==> src/rtl/cpu_io_bridge_pkg.sv <==
// Shared constants and input-path FSM encoding for cpu_io_bridge.
package cpu_io_bridge_pkg;

  localparam int unsigned BYTE_W              = 8;
  localparam int unsigned DEFAULT_DEPTH       = 4;
  localparam int unsigned DEFAULT_HOLD_CYCLES = 8;

  typedef enum logic {
    StIdle = 1'b0,
    StHold = 1'b1
  } in_state_e;

endpackage

==> src/rtl/io_sync_fifo.sv <==
// Single-clock FIFO with wrap-bit pointers; head is 0 while empty.
module io_sync_fifo #(
  parameter int unsigned WIDTH = 8,
  parameter int unsigned DEPTH = 4
) (
  input  logic             clk_i,
  input  logic             rst_i,
  input  logic             push_i,
  input  logic             pop_i,
  input  logic [WIDTH-1:0] wdata_i,
  output logic [WIDTH-1:0] rdata_o,
  output logic             full_o,
  output logic             empty_o
);

  localparam int unsigned AW = $clog2(DEPTH);
  localparam logic [AW:0] PtrOne = {{AW{1'b0}}, 1'b1};

  logic [AW:0]      wr_ptr_q, wr_ptr_d;
  logic [AW:0]      rd_ptr_q, rd_ptr_d;
  logic [WIDTH-1:0] mem_q [DEPTH];
  logic             do_push, do_pop;

  assign empty_o = (wr_ptr_q == rd_ptr_q);
  assign full_o  = (wr_ptr_q[AW] != rd_ptr_q[AW]) &&
                   (wr_ptr_q[AW-1:0] == rd_ptr_q[AW-1:0]);

  // A full FIFO still takes a push when the head leaves in the same cycle.
  assign do_pop  = pop_i & ~empty_o;
  assign do_push = push_i & (~full_o | do_pop);

  assign rdata_o = empty_o ? '0 : mem_q[rd_ptr_q[AW-1:0]];

  // Pointer advance on accepted push/pop
  always_comb begin
    wr_ptr_d = wr_ptr_q;
    rd_ptr_d = rd_ptr_q;
    if (do_push) wr_ptr_d = wr_ptr_q + PtrOne;
    if (do_pop)  rd_ptr_d = rd_ptr_q + PtrOne;
  end

  // Pointer registers
  always_ff @(posedge clk_i) begin
    if (rst_i) begin
      wr_ptr_q <= '0;
      rd_ptr_q <= '0;
    end else begin
      wr_ptr_q <= wr_ptr_d;
      rd_ptr_q <= rd_ptr_d;
    end
  end

  // Storage; contents are unobservable after reset because pointers clear
  always_ff @(posedge clk_i) begin
    if (do_push) mem_q[wr_ptr_q[AW-1:0]] <= wdata_i;
  end

endmodule

==> src/rtl/cpu_io_bridge.sv <==
// Host <-> CPU port bridge: held input write path plus change-capture FIFO.
// Optional feature macro: CPU_IO_BRIDGE_DROP_CNT_EN adds a saturating drop_cnt output.
module cpu_io_bridge
  import cpu_io_bridge_pkg::*;
#(
  parameter int unsigned DEPTH       = DEFAULT_DEPTH,
  parameter int unsigned HOLD_CYCLES = DEFAULT_HOLD_CYCLES
) (
  input  logic              clk,
  input  logic              rst,
  input  logic [BYTE_W-1:0] host_in_data,
  input  logic              host_in_valid,
  output logic              host_in_ready,
  output logic [BYTE_W-1:0] cpu_in,
  input  logic [BYTE_W-1:0] cpu_out,
  output logic [BYTE_W-1:0] host_out_data,
  output logic              host_out_valid,
  input  logic              host_out_ready,
  output logic              overflow
`ifdef CPU_IO_BRIDGE_DROP_CNT_EN
  ,
  output logic [7:0]        drop_cnt
`endif
);

  localparam logic [7:0] HoldLast = 8'(HOLD_CYCLES - 1);

  in_state_e         state_q, state_d;
  logic [7:0]        hold_cnt_q, hold_cnt_d;
  logic [BYTE_W-1:0] cpu_in_q, cpu_in_d;
  logic [BYTE_W-1:0] last_out_q, last_out_d;
  logic              overflow_q, overflow_d;
  logic              change, push, pop, drop;
  logic              fifo_full, fifo_empty;

  // State register for the input path, output sampler and sticky flag
  always_ff @(posedge clk) begin
    if (rst) begin
      state_q    <= StIdle;
      hold_cnt_q <= '0;
      cpu_in_q   <= '0;
      last_out_q <= '0;
      overflow_q <= 1'b0;
    end else begin
      state_q    <= state_d;
      hold_cnt_q <= hold_cnt_d;
      cpu_in_q   <= cpu_in_d;
      last_out_q <= last_out_d;
      overflow_q <= overflow_d;
    end
  end

  // Next state: accept in idle, then count down the hold window
  always_comb begin
    state_d    = state_q;
    hold_cnt_d = hold_cnt_q;
    cpu_in_d   = cpu_in_q;
    unique case (state_q)
      StIdle: begin
        if (host_in_valid) begin
          state_d    = StHold;
          hold_cnt_d = HoldLast;
          cpu_in_d   = host_in_data;
        end
      end
      StHold: begin
        if (hold_cnt_q == '0) state_d = StIdle;
        else                  hold_cnt_d = hold_cnt_q - 8'd1;
      end
      default: state_d = StIdle;
    endcase
  end

  // Outputs of the input path; ready is masked while reset is high
  always_comb begin
    host_in_ready = (state_q == StIdle) & ~rst;
    cpu_in        = cpu_in_q;
  end

  // Change detection and drop accounting on the capture side
  always_comb begin
    last_out_d = cpu_out;
    change     = (cpu_out != last_out_q);
    push       = change & ~rst;
    pop        = host_out_ready & ~rst;
    // Full implies non-empty, so a pop here always frees a slot.
    drop       = push & fifo_full & ~pop;
    overflow_d = overflow_q | drop;
  end

  io_sync_fifo #(
    .WIDTH (BYTE_W),
    .DEPTH (DEPTH)
  ) u_fifo (
    .clk_i   (clk),
    .rst_i   (rst),
    .push_i  (push),
    .pop_i   (pop),
    .wdata_i (cpu_out),
    .rdata_o (host_out_data),
    .full_o  (fifo_full),
    .empty_o (fifo_empty)
  );

  assign host_out_valid = ~fifo_empty;
  assign overflow       = overflow_q;

`ifdef CPU_IO_BRIDGE_DROP_CNT_EN
  logic [7:0] drop_cnt_q, drop_cnt_d;

  // Saturating count of dropped bytes
  always_comb begin
    drop_cnt_d = drop_cnt_q;
    if (drop && (drop_cnt_q != 8'hFF)) drop_cnt_d = drop_cnt_q + 8'd1;
  end

  // Drop counter register
  always_ff @(posedge clk) begin
    if (rst) drop_cnt_q <= '0;
    else     drop_cnt_q <= drop_cnt_d;
  end

  assign drop_cnt = drop_cnt_q;
`else
  // Drop counting disabled: only the sticky overflow flag reports drops.
`endif

endmodule
==> config.mk <==
export PLATFORM = sky130hd
export DESIGN_NAME = cpu_io_bridge
export DESIGN_NICKNAME = d
export VERILOG_FILES = /design/src/rtl/cpu_io_bridge_pkg.sv /design/src/rtl/io_sync_fifo.sv /design/src/rtl/cpu_io_bridge.sv
export SDC_FILE = /design/constraint.sdc
export NUM_CORES = 1
export LEC_CHECK = 0
export CAP_MARGIN = 0
export CORE_MARGIN = 4
export CORE_UTILIZATION = 30
export DETAILED_ROUTE_END_ITERATION = 12
export SLEW_MARGIN = 25
export SYNTH_ARGS = -nofsm -noshare
export SYNTH_HDL_FRONTEND = slang
export SYNTH_SLANG_ARGS = --single-unit
==> constraint.sdc <==
create_clock -name clk -period 2.7 [get_ports clk]
set_clock_uncertainty 0.15 [all_clocks]
set_input_delay 0.405 -clock clk [delete_from_list [all_inputs] [get_ports clk]]
set_output_delay 0.405 -clock clk [all_outputs]
set_load 0.02 [all_outputs]
==> summary.txt, run 1 <==
Worst setup path
  – R2r setup slk: roughly 0.33 ns
  – CP cell instances: buf_4, mux4_2, nor2b_1, clkdlybuf4s50_1
  – Crit Path Max Fanout: 8
  – Crit path launch type: register
  – Slowest Stage Delay on Critical Path: 0.55 ns
  – Crit Path Category: reg2out
  – Slowest cell on crit path: clkdlybuf4s50_1
  – WP data required: about 2.1 ns
  – Worst Setup End Kind: primary output
  – CP Data Arrival Time: 2.03 ns

Routing
  – Vias per cell: 4.65
  – Uppermost layer routed: met4
  – DRT antenna net count: 0
  – Detailed Routing Iterations Pass 1: 4
  – 1st-iter DRT viols: 56
  – Met2 routed WL: 2760 um
  – Vias: 1,793
  – WL/cell: 14.1 um
  – Wl on met1: 2310 um
  – Detail Route met3 WL: 300 um
  – Remaining DRCs: 0
  – Post-Route WL: 5430 um

Outcome
  – Outcome: complete, no violations

Floorplanning
  – Die width: 103 um
  – Die ar.: 10,700 sq um
  – Initial Utilization: 0.310
  – Core ar.: roughly 8800 sq um
  – I/O pins: 39
  – Floorplan row count: 34
  – DIE HEIGHT: a little over 100 um

Timing
  – RSZ-0062 raised after global routing: no
  – # setup viols final: 0
  – Final Max Tran Viols: 0
  – Worst-margin pin slew: 0.628 ns
  – Post-Route Setup TNS: 0 ns
  – Final Hold Fails: 0
  – Fmax: 0.386 GHz
  – Min cycle time layout: between 2 and 3 ns
  – Fin crit share: 0.958
  – Rel. slew slack: 0.582

Power and ir drop
  – Logic gate share of total power: 0.234
  – Max VDD drop: 315 uV
  – P_int: 0.00208 W
  – P_sw: 0.000768 W
  – Seq pwr share: 0.414
  – Pleak: 1.44 nW
  – Clock power share: 0.352
  – Sw Ratio: 0.270
  – Pwr/cell area: 790 nW/um^2

Synth
  – Synth Net Count: between 200 and 250
  – Mapped Cells: between 200 and 250
  – Synth warn: 0
  – Average size of a mapped cell: ~13 sq um
  – Distinct cell type count after synthesis: 38
  – Cell area after synthesis: around 2700 sq um
  – Seq/Total Area, Yosys: 0.602
  – FF+latch count, synth: 66

Clock network
  – Post-cts resize count: 0
  – Post-CTS Hold Fix Bufs: 0
  – TritonCTS Sinks: 66
  – TritonCTS Buffers: 9
  – Reg clk slew, reported paths: 0.07 ns
  – Root Buffer: clkbuf_8
  – TritonCTS clock tree: built
  – H-tree depth: 3
  – Worst-case clock buffer depth: 2
  – Latest clock arrival within the worst-skew pair: 0.34 ns
  – Postcts setup bufs: 0

Final layout
  – Most common cell after layout, fill and taps aside: dfxtp_1
  – P&R area growth vs syn: 32.0%
  – Final #Nets: 300
  – Layout Cells excl Fill: 386
  – Ant. Diodes: 0
  – Most frequent cells in the layout: dfxtp_1 (34), edfxtp_1 (32), clkdlybuf4s50_1 (31)
  – Design Area, Final: roughly 3600 sq um
  – Layout cells sized above 1: 0.169

Global route
  – Initial antenna violation count: 0
  – Grt ovf: 0
  – Largest net degree at the start of global routing: 21
  – Global-route wire length before repair: 9070 um
  – Vias in the first global route: ~1,900
  – Tot GR Track Use: 0.114

Run
  – Max cap viols: 0

Placement
  – Placed Instance Area: 3340 sq um
  – Port Buffer Count: 38
  – Final GP Congestion: 0.783
  – Placed Cells: 370
  – Dpl hpwl: 3810 um

Hold path
  – Hold Path Class: reg2reg
## worst max-delay path, delay by kind of cell, from the launching register on
family                 cells  cell delay, ns
and+or+nand+nor            1            0.14
DFF                        1            0.31
muxes                      1            0.50
buffers and inverters      2            0.75
## layout make-up
| type | count | area (sq um) |
|---|---|---|
| clock inverters | 6 | 114 |
| clock buffers | 10 | 128 |
| flip-flops and latches | 66 | 1640 |
| multi-input cells | 134 | 1040 |
| fillers | 830 | 5200 |
| repair buffers | 54 | 518 |
| well taps | 108 | 135 |
| inverters | 8 | 30.0 |
## through the flow
stage | util | worst slack, ns | hold slack, ns | power (W)
global placement | 0.379 | 0.0469 | 0.297 | 0.00186
floorplan | - | 0.808 | 0.331 | 0.00159
global route | 0.409 | 0.0117 | 0.335 | 0.00300
finish | 0.409 | 0.113 | 0.314 | 0.00285
detailed placement | 0.379 | 0.0205 | 0.303 | 0.00188
CTS | 0.407 | 0.0122 | 0.316 | 0.00289
## path summary, 6_finish.rpt
path                         to  depth (start not counted)               start
max            host_out_data[2]                          4            register
max reg2reg  u_fifo.mem_q[2][4]                          6  u_fifo.rd_ptr_q[0]
min                   cpu_in[2]                          2           cpu_in[2]
min reg2reg           cpu_in[2]                          2           cpu_in[2]
## per-layer routing
metal	vias to the layer above	track usage
met2	40	0.197
met5	-	0
met3	6	0.0490
met1	857	0.127
li1	890	-
met4	0	0.0339
## sequential cells by signal (all words and copies together), names as in the netlist, named ones only
register,flops
cpu_in,8
hold_cnt_q,8
last_out_q,8
overflow,1
state_q,1
u_fifo.mem_q,32
u_fifo.rd_ptr_q,3
u_fifo.wr_ptr_q,3
## cell usage after synthesis
cell type | count | area share
ha_1 | 7 | 0.032
inv_1 | 8 | 0.011
a21boi_0 | 1 | 0.0028
nand3b_1 | 1 | 0.0028
mux4_2 | 8 | 0.066
nand2b_1 | 1 | 0.0023
o41ai_4 | 1 | 0.010
a21oi_1 | 13 | 0.024
xor2_1 | 13 | 0.042
nor4b_1 | 1 | 0.0032
a211oi_1 | 1 | 0.0028
o311ai_0 | 2 | 0.0064
buf_1 | 2 | 0.0028
buf_2 | 1 | 0.0018
clkbuf_1 | 5 | 0.0069
mux2_2 | 4 | 0.017
nor4_1 | 4 | 0.0092
nand2_1 | 21 | 0.029
o21bai_1 | 1 | 0.0028
nor2_1 | 14 | 0.019
nand3_1 | 3 | 0.0055
or4b_4 | 1 | 0.0050
o2111ai_1 | 1 | 0.0032
o31ai_1 | 1 | 0.0028
or3_1 | 2 | 0.0046
or4bb_2 | 1 | 0.0046
nand4_1 | 1 | 0.0023
edfxtp_1 | 32 | 0.35
o41ai_1 | 1 | 0.0032
dfxtp_1 | 34 | 0.25
nor2b_1 | 18 | 0.041
o21a_1 | 1 | 0.0028
o31a_1 | 1 | 0.0032
a311oi_1 | 1 | 0.0032
o211a_1 | 1 | 0.0037
and3_1 | 4 | 0.0092
nor3_1 | 2 | 0.0037
mux2i_1 | 2 | 0.0073
## cell families (layout without fill, tap and decap cells)
family          Yosys count  after routing  synth area share
compound gates           26             26            0.0706
xor+xnor                 13             13            0.0417
fa+ha+maj                 7              7            0.0321
buf+inv                  16             78            0.0225
flops                    66             66             0.602
mux                      14             14            0.0899
simple gates             74             74             0.142
## power groups by stage
stage / logic, W / registers [W] / clock network (W)
global placement: 0.000664 / 0.00120 / 0
detailed placement: 0.000679 / 0.00120 / 0
CTS: 0.000681 / 0.00118 / 0.00103
finish: 0.000667 / 0.00118 / 0.00100
global route: 0.000735 / 0.00119 / 0.00107
floorplan: 0.000393 / 0.00120 / 0
No activity file was read; power rests on OpenSTA's default activity.
==> inputs of run 2 (changes only) <==
CORE_MARGIN = 2   (was 4)
==> summary.txt, run 2 (same netlist as run 1, synthesis figures left out) <==
Outcome
  – Outcome: complete, no violations

Routing
  – DRT antenna net count: 0 (unchanged)
  – Post-Route WL: 5380 um (-0.90%)
  – Detailed Routing Iterations Pass 1: 4 (unchanged)
  – WL/cell: 14.0 um (-0.65%)
  – Vias: 1,789 (-0.22%)
  – Remaining DRCs: 0 (unchanged)
  – 1st-iter DRT viols: 54 (-3.6%)
  – Vias per cell: 4.65 (about the same)

Clock network
  – H-tree depth: 3 (unchanged)
  – TritonCTS Buffers: 9 (unchanged)
  – Root Buffer: clkbuf_8
  – Latest clock arrival within the worst-skew pair: 0.34 ns (about the same)
  – Post-CTS Hold Fix Bufs: 0 (unchanged)
  – Worst-case clock buffer depth: 2 (unchanged)
  – Postcts setup bufs: 0 (unchanged)
  – TritonCTS clock tree: built
  – TritonCTS Sinks: 66 (unchanged)
  – Reg clk slew, reported paths: 0.08 ns (about the same)
  – Post-cts resize count: 1 (+1)

Floorplanning
  – I/O pins: 39 (unchanged)
  – Die width: 99.4 um (-3.9%)
  – Floorplan row count: 34 (unchanged)
  – Initial Utilization: 0.311 (+0.00150)
  – DIE HEIGHT: 99.4 um (-3.9%)
  – Core ar.: 8760 sq um (-0.48%)
  – Die ar.: 9880 sq um (-7.6%)

Final layout
  – Register area: 1640 sq um (+0.15%)
  – Most common cell after layout, fill and taps aside: clkdlybuf4s50_1
  – Most frequent cells in the layout: clkdlybuf4s50_1 (36), dfxtp_1 (32), edfxtp_1 (32)
  – Multi-input logic area: 1040 sq um (+0.36%)
  – Layout cells sized above 1: 0.181 (+0.0114)
  – Filler Cell Count: 848 (+2.2%)
  – P&R area growth vs syn: 30.1%
  – Final Util: 0.405 (-0.00415)
  – Final #Nets: 299 (-0.33%)
  – Max reg flops: 32 (unchanged)
  – Ant. Diodes: 0 (unchanged)

Power and ir drop
  – Max VDD drop: 232 uV (-26%)
  – Pwr/cell area: 753 nW/um^2 (-4.7%)
  – Pleak: 1.35 nW (-6.0%)

Global route
  – Global-route wire length before repair: 8910 um (-1.7%)
  – Most Used Layer, Global Route: met2
  – Met2 usage in global routing: 0.175 (-0.0219)
  – Initial antenna violation count: 0 (unchanged)
  – Met1 GRT Util: 0.150 (+0.0228)
  – Grt met3 use: 0.0576 (+0.00866)
  – Vias in the first global route: 1,783 (-4.1%)
  – Largest net degree at the start of global routing: 20 (-4.8%)
  – Grt ovf: 0 (unchanged)
  – Tot GR Track Use: 0.118 (+0.00383)

Placement
  – Final GP Congestion: 0.741 (-5.4%)
  – Port Buffer Count: 38 (unchanged)
  – Dpl hpwl: 3790 um (-0.55%)

Timing
  – Final Max Tran Viols: 0 (unchanged)
  – Fin crit share: 0.955 (-0.00350)
  – Final Hold Fails: 0 (unchanged)
  – Fmax: 0.388 GHz (+0.37%)
  – Worst-margin pin slew: 0.688 ns (+0.0603 ns)
  – RSZ-0062 raised after global routing: no
  – # setup viols final: 0 (unchanged)
  – Post-Route Setup TNS: 0 ns (unchanged)
  – Min cycle time layout: 2.58 ns (-0.00945 ns)
  – Rel. slew slack: 0.540 (-0.0412)

Hold path
  – Hold Path Class: reg2reg

Worst setup path
  – WP data required: 2.14 ns (about the same)
  – Crit Path Max Fanout: 8 (unchanged)
  – Worst Setup End Kind: primary output
  – Crit Path Category: reg2out
  – CP Data Arrival Time: 2.02 ns (about the same)
  – Crit path launch type: register

Run
  – Max cap viols: 0 (unchanged)
[run 2: per-stage QoR]
step | hold slack (ns) | worst slack, ns | instances | power [W] | area, sq um
2_1_floorplan | 0.331 | 0.808 | 216 | 0.00159 | 2730
4_1_cts | 0.308 | 0.00402 | 385 | 0.00271 | 3530
6_report | 0.305 | 0.122 | 385 | 0.00267 | 3550
3_5_place_dp | 0.299 | 0.0871 | 369 | 0.00187 | 3330
3_3_place_gp | 0.292 | 0.152 | 369 | 0.00186 | 3330
5_1_grt | 0.325 | 0.00533 | 385 | 0.00284 | 3550
[run 2: layout make-up]
type                            count  share of cell area
Clock inverter                      7              0.0219
Clock buffer                        9              0.0349
Multi-Input combinational cell    134               0.293
Tap cell                          108              0.0381
Inverter                            8             0.00846
Timing Repair Buffer               53               0.140
Sequential cell                    66               0.463
[run 2: path summary, 6_finish.rpt]
check                           slack [ns]  cells after the start          start               end
worst max-delay path                  0.12                      4       register  host_out_data[7]
worst max register to register        0.61                      6  hold_cnt_q[0]     hold_cnt_q[1]
worst min register to register        0.31                      2      cpu_in[0]         cpu_in[0]
worst min-delay path                  0.31                      2      cpu_in[0]         cpu_in[0]
[run 2: per-layer routing]
metal / share of wire / routed length [um]
met1: 0.46 / 2470
met2: 0.46 / 2500
met3: 0.062 / 334
met4: 0.015 / 82
met5: 0 / 0
[run 2: critical path: stages, from the launching register on]
cell	delay (ns)
dfxtp_1	0.31
buf_4	0.19
mux4_2	0.52
nor2b_1	0.14
clkdlybuf4s50_1	0.53
[run 2: power breakdown]
part / internal [W] / leakage (nW) / total (W) / switching, W
registers: 0.00113 / 0.574 / 0.00119 / 0.0000589
logic: 0.000334 / 0.676 / 0.000649 / 0.000315
clock network: 0.000434 / 0.100 / 0.000835 / 0.000401
total: 0.00190 / 1.35 / 0.00267 / 0.000775
